$ cat src/rtl/text_overlay_ctrl.sv
// rtl/text_overlay_ctrl.sv - character-cell text overlay driving a shared 5x8 glyph ROM
module text_overlay_ctrl #(
    parameter int COLS         = 16,
    parameter int ROWS         = 4,
    parameter int X0           = 0,
    parameter int Y0           = 0,
    parameter int SCALE_LOG2   = 0,
    parameter int BLINK_CYCLES = 25000000
) (
    input  logic        clk,
    input  logic        rst,
    input  logic [10:0] hc,
    input  logic [10:0] vc,
    input  logic        wr_en,
    input  logic [7:0]  wr_addr,
    input  logic [7:0]  wr_data,
    output logic        wr_ready,
    input  logic        cursor_en,
    input  logic [7:0]  cursor_addr,
    output logic [7:0]  glyph_sel,
    output logic [2:0]  glyph_x,
    output logic [2:0]  glyph_y,
    input  logic        glyph_pixel,
    output logic        text_pixel,
    output logic        text_valid
);

    localparam int N    = COLS * ROWS;
    localparam int CELL = 8 << SCALE_LOG2;
    localparam int BCW  = (BLINK_CYCLES > 1) ? $clog2(BLINK_CYCLES) : 1;

    localparam logic [11:0] X_LO = 12'(X0);
    localparam logic [11:0] X_HI = 12'(X0 + COLS * CELL);
    localparam logic [11:0] Y_LO = 12'(Y0);
    localparam logic [11:0] Y_HI = 12'(Y0 + ROWS * CELL);

    typedef enum logic {
        ST_CLEAR = 1'b0,
        ST_RUN   = 1'b1
    } state_t;

    state_t          state_q;
    logic [7:0]      clear_addr_q;
    logic            wr_ready_q;

    logic [7:0]      mem_q [0:255];
    logic            mem_we_d;
    logic [7:0]      mem_waddr_d;
    logic [7:0]      mem_wdata_d;

    logic [BCW-1:0]  blink_cnt_q;
    logic            blink_q;

    logic [11:0]     hc_w;
    logic [11:0]     vc_w;
    logic [11:0]     rel_x;
    logic [11:0]     rel_y;
    logic [11:0]     col;
    logic [11:0]     row;
    logic [7:0]      pix_addr;
    logic [2:0]      gx_d;
    logic [2:0]      gy_d;
    logic            in_box_d;
    logic            cursor_hit_d;

    logic [7:0]      glyph_sel_q;
    logic [2:0]      gx_q;
    logic [2:0]      gy_q;
    logic            in_box_q;
    logic            hit_q;
    logic            text_pixel_q;
    logic            text_valid_q;

    // Blanks the buffer one cell per cycle after reset, then opens the write port.
    always_ff @(posedge clk) begin
        if (rst) begin
            state_q      <= ST_CLEAR;
            clear_addr_q <= 8'd0;
            wr_ready_q   <= 1'b0;
        end else begin
            case (state_q)
                ST_CLEAR: begin
                    clear_addr_q <= clear_addr_q + 8'd1;
                    if (clear_addr_q == 8'(N - 1)) begin
                        state_q      <= ST_RUN;
                        clear_addr_q <= 8'd0;
                        wr_ready_q   <= 1'b1;
                    end
                end
                ST_RUN: begin
                    wr_ready_q <= 1'b1;
                end
                default: begin
                    state_q    <= ST_CLEAR;
                    wr_ready_q <= 1'b0;
                end
            endcase
        end
    end

    always_comb begin
        mem_we_d    = 1'b0;
        mem_waddr_d = clear_addr_q;
        mem_wdata_d = 8'h20;
        if (!rst) begin
            if (state_q == ST_CLEAR) begin
                mem_we_d = 1'b1;
            end else if (wr_en && wr_ready_q && (32'(wr_addr) < N)) begin
                mem_we_d    = 1'b1;
                mem_waddr_d = wr_addr;
                mem_wdata_d = wr_data;
            end
        end
    end

    always_ff @(posedge clk) begin
        if (mem_we_d) begin
            mem_q[mem_waddr_d] <= mem_wdata_d;
        end
    end

    always_ff @(posedge clk) begin
        if (rst) begin
            blink_cnt_q <= '0;
            blink_q     <= 1'b0;
        end else if (blink_cnt_q == BCW'(BLINK_CYCLES - 1)) begin
            blink_cnt_q <= '0;
            blink_q     <= ~blink_q;
        end else begin
            blink_cnt_q <= blink_cnt_q + 1'b1;
        end
    end

    assign hc_w     = {1'b0, hc};
    assign vc_w     = {1'b0, vc};
    assign rel_x    = hc_w - X_LO;
    assign rel_y    = vc_w - Y_LO;
    assign in_box_d = (hc_w >= X_LO) && (hc_w < X_HI) && (vc_w >= Y_LO) && (vc_w < Y_HI);
    assign col      = rel_x >> (3 + SCALE_LOG2);
    assign row      = rel_y >> (3 + SCALE_LOG2);
    assign gx_d     = 3'(rel_x >> SCALE_LOG2);
    assign gy_d     = 3'(rel_y >> SCALE_LOG2);
    assign pix_addr = 8'(32'(row) * COLS + 32'(col));

    assign cursor_hit_d = cursor_en && blink_q && in_box_d &&
                          (pix_addr == cursor_addr) && (32'(cursor_addr) < N);

    // Stage 1: buffer read is read-first, so a same-cycle write shows up one pixel later.
    always_ff @(posedge clk) begin
        if (rst) begin
            glyph_sel_q <= 8'h20;
            gx_q        <= 3'd0;
            gy_q        <= 3'd0;
            in_box_q    <= 1'b0;
            hit_q       <= 1'b0;
        end else begin
            glyph_sel_q <= mem_q[pix_addr];
            gx_q        <= gx_d;
            gy_q        <= gy_d;
            in_box_q    <= in_box_d;
            hit_q       <= cursor_hit_d;
        end
    end

    // Stage 2: glyph columns 5..7 are inter-character spacing and never light up.
    always_ff @(posedge clk) begin
        if (rst) begin
            text_valid_q <= 1'b0;
            text_pixel_q <= 1'b0;
        end else begin
            text_valid_q <= in_box_q && (state_q == ST_RUN);
            text_pixel_q <= in_box_q && (state_q == ST_RUN) &&
                            (((gx_q <= 3'd4) && glyph_pixel) ^ hit_q);
        end
    end

    assign wr_ready   = wr_ready_q;
    assign glyph_sel  = glyph_sel_q;
    assign glyph_x    = gx_q;
    assign glyph_y    = gy_q;
    assign text_pixel = text_pixel_q;
    assign text_valid = text_valid_q;

endmodule
$ cat config.mk
export PLATFORM = sky130hd
export DESIGN_NAME = text_overlay_ctrl
export DESIGN_NICKNAME = d
export VERILOG_FILES = /design/src/rtl/text_overlay_ctrl.sv
export SDC_FILE = /design/constraint.sdc
export NUM_CORES = 2
export LEC_CHECK = 0
export CORE_ASPECT_RATIO = 0.7
export CORE_UTILIZATION = 60
export CTS_CLUSTER_DIAMETER = 200
export DETAILED_ROUTE_END_ITERATION = 16
export PLACE_DENSITY = 0.76
export REMOVE_ABC_BUFFERS = 1
export SLEW_MARGIN = 40
export SYNTH_ARGS = -nofsm -noshare
export SYNTH_HDL_FRONTEND = slang
export SYNTH_SLANG_ARGS = --single-unit
$ cat constraint.sdc
create_clock -name clk -period 11.4 [get_ports clk]
set_clock_uncertainty 0.15 [all_clocks]
set_input_delay 2.28 -clock clk [delete_from_list [all_inputs] [get_ports clk]]
set_output_delay 2.28 -clock clk [all_outputs]
set_load 0.005 [all_outputs]
==> qor.csv <==
stage,metric,value,unit
outcome,outcome,"complete, no violations",
layout,register area,0.0626,mm^2
power_and_ir_drop,Logic pwr share,4.6,%
setup_path,startpoint types,input port,
clock_tree,CTS root buf,clkbuf_16,
layout,Layout Nets,4221,
floorplan,Initial Util,60.5,%
layout,# fillers,8336,
logic_synthesis,yosys warns,0,
setup_path,max incr delay on CP,0.79,ns
logic_synthesis,asr flop ratio synth,0,%
logic_synthesis,main flop type after synthesis,edfxtp_1,
drt,via count,42800,
logic_synthesis,"FF+latch count, synth",2102,
logic_synthesis,gate count after technology mapping,4080,
drt,Routed Wire Length,204,mm
layout,multi-input logic area,0.0186,mm^2
floorplan,full die area,0.138,mm^2
sta,Tmin final,6.65,ns
clock_tree,Max H-tree Level,4,
grt,grt ovf,0,
placed_design,routability cong.,0.907,
setup_path,kind of cell adding the most delay to the critical path,compound AO/OA/AOI/OAI gates,
setup_path,CP Cell Sequence,buf_8 > buf_12 > buf_16 > buf_4 > mux2i_1 > o221ai_1 > o22ai_1 > o21ai_0 > a31oi_1 > nor4_1 > o22a_1,
setup_path,CP max-delay cell,o21ai_0,
worst_hold_path,HP Class,flip-flop to flip-flop,
clock_tree,clock buffer count from CTS,183,
setup_path,critical path type,input port to flip-flop,
sta,unrepaired setup endpoints after global routing,false,
placed_design,PortBufs,67,
drt,1st-iter DRT viols,6592,
clock_tree,postcts setup bufs,0,
grt,initial antenna violation count,7,
clock_tree,hold_buf cts,0,
logic_synthesis,mapped cell area,0.0821,mm^2
layout,P&R area growth vs syn,10.7,%
setup_path,worst-path fanout max,69,
setup_path,Crit path buffers/inverters,4,
run,max cap viols,0,
drt,drt pass-1 iters,7,
power_and_ir_drop,Lkg Pwr,31.2,nW
logic_synthesis,Mapped Avg Cell Area,20.1,um^2
sta,Rel. slew slack,35.3,%
setup_path,CP Data Arrival Time,7.28,ns
sta,Final Slew Violations,0,
grt,largest net degree at the start of global routing,181,
power_and_ir_drop,part of the power in registers,54.9,%
sta,endpoints failing setup,0,
clock_tree,Skew-Pair Late Insertion Delay,0.84,ns
drt,antenna-violating nets left,0,
power_and_ir_drop,Tot Pwr,0.0153,W
drt,Via density,7.01,
logic_synthesis,number of synthesized flops with an enable pin,2048,
sta,Max Freq,150,MHz
floorplan,Core Box Area,0.136,mm^2
logic_synthesis,post-synthesis sequential area ratio,76.2,%
clock_tree,clk buf depth,3,
sta,Final Hold Fails,0,
floorplan,Die W,444,um
setup_path,Critical Path RT,12.03,ns
floorplan,Die Y,312,um
floorplan,Std-Cell Rows,113,
logic_synthesis,number of distinct library cells after synthesis,55,
sta,Least-Margin Pin Slew,0.960,ns
drt,Residual DRC,0,
floorplan,io pins,68,
clock_tree,CTS tree,done,
sta,post-route clock period utilization,58.3,%
grt,vias in the first global route,40900,
setup_path,CP Capture Type,flip-flop,
grt,GRT Util Overall,29.6,%
clock_tree,PostCTS Resize Cnt,0,
placed_design,DP HPWL,121,mm
clock_tree,Sink Count,2102,
drt,average wire per standard cell,33.4,um
power_and_ir_drop,Switching Share,21.5,%
power_and_ir_drop,P_sw,0.00328,W
layout,share of layout cells above drive strength 1,21.8,%
power_and_ir_drop,Pint,0.0120,W
power_and_ir_drop,PwrDens,168,mW/mm^2
power_and_ir_drop,Max rail drop VDD,0.156,mV
grt,first-pass GRT wire length,291,mm
clock_tree,"CTS clk-pin slew, worst paths",0.07,ns
power_and_ir_drop,clock share of power,40.5,%
sta,Fin Setup TNS,0,ns
==> through the flow <==
step	std cells	setup slack (ns)	utilization (%)	hold WS (ns)	instance area, um^2
2_1_floorplan	3831	2.81	-	0.276	80800
3_3_place_gp	5745	4.40	62.1	0.287	84300
3_5_place_dp	5755	4.28	62.4	0.309	84700
4_1_cts	6095	5.05	66.8	0.324	90600
5_1_grt	6102	4.71	67.0	0.356	90900
6_report	6102	4.75	67.0	0.324	90900
==> metal layers <==
metal	track usage, %	part of all wire, %	vias up
met3	9.00	14	399
met5	0	0.020	-
met1	45.1	39	22100
li1	-	-	17100
met2	41.6	44	3212
met4	9.08	2.9	6
==> flip-flops by register name, indices dropped and copies added (netlist names), 3 cells and up <==
signal        flops
glyph_y           3
blink_cnt_q      25
glyph_x           3
clear_addr_q      8
glyph_sel         8
mem_q          2048
==> synth_stat cells (all sizes together) (19+ instances only) <==
master,n,area share (%)
nor2,317,1.4
xnor2,19,0.20
o221ai,139,1.5
or2,20,0.15
o22ai,89,0.68
dfxtp,54,1.3
xor2,19,0.20
nand2,48,0.22
a21oi,78,0.48
nor3,112,0.68
or3,20,0.15
mux2i,285,3.5
mux4,428,12
buf,127,1.1
edfxtp,2048,75
clkbuf,122,0.56
==> power groups by stage <==
stage	sequential, W	clock, W	combinational, W
CTS	0.00837	0.00620	0.000685
detailed placement	0.00854	0	0.000680
finish	0.00837	0.00618	0.000702
global placement	0.00854	0	0.000669
floorplan	0.00853	0	0.000322
global route	0.00837	0.00650	0.000720
==> placed cells by master, fill, tap and decap left out, types with 6 or more instances in the layout <==
master and instances:
edfxtp_1 2048, bufinv_16 15, nor2_1 212, a31oi_1 16, inv_1 7, o221ai_1 139, nor3_1 108, buf_12 12
dfxtp_1 54, nor2_2 105, nand3_1 16, or3_1 12, clkinv_2 42, xor2_1 18, clkdlybuf4s50_1 63, clkbuf_1 32
nor2b_1 12, clkinv_1 38, nor3b_1 9, mux2i_1 285, nand2b_1 6, inv_6 7, o22ai_1 89, and2_4 7
a21oi_1 78, clkinvlp_4 6, clkbuf_8 7, xnor2_1 19, or2_2 18, mux4_2 428, nand4_1 7, clkinv_8 6
nor4_1 11, buf_6 10, buf_4 54, a22o_1 7, o21ai_0 9, nand2_1 47, clkbuf_16 184
==> cell families after synthesis <==
logic type      share of synthesized area, %
buf+inv                                 1.70
simple gates                            3.35
fa+ha+maj                              0.101
mux                                     15.2
flops                                   76.2
compound gates                          3.05
xor+xnor                               0.405
==> final cells by class <==
type	instances	share of cell area (%)
Antenna cell	1	0.00275
Clock buffer	222	5.29
Clock inverter	118	1.20
Inverter	10	0.0523
Multi-Input combinational cell	1719	20.4
Sequential cell	2102	68.8
Tap cell	1782	2.45
Timing Repair Buffer	148	1.73
==> final timing paths <==
check	from	endpoint	slack, ns	cells after the start
max reg2reg	wr_ready	mem_q[28][5]	7.45	7
min reg2reg	blink_cnt_q[0]	blink_cnt_q[0]	0.32	1
max	hc[3]	glyph_sel[5]	4.75	11
min	blink_cnt_q[0]	blink_cnt_q[0]	0.32	1
Note: power is estimated with default switching activity, not from simulation.
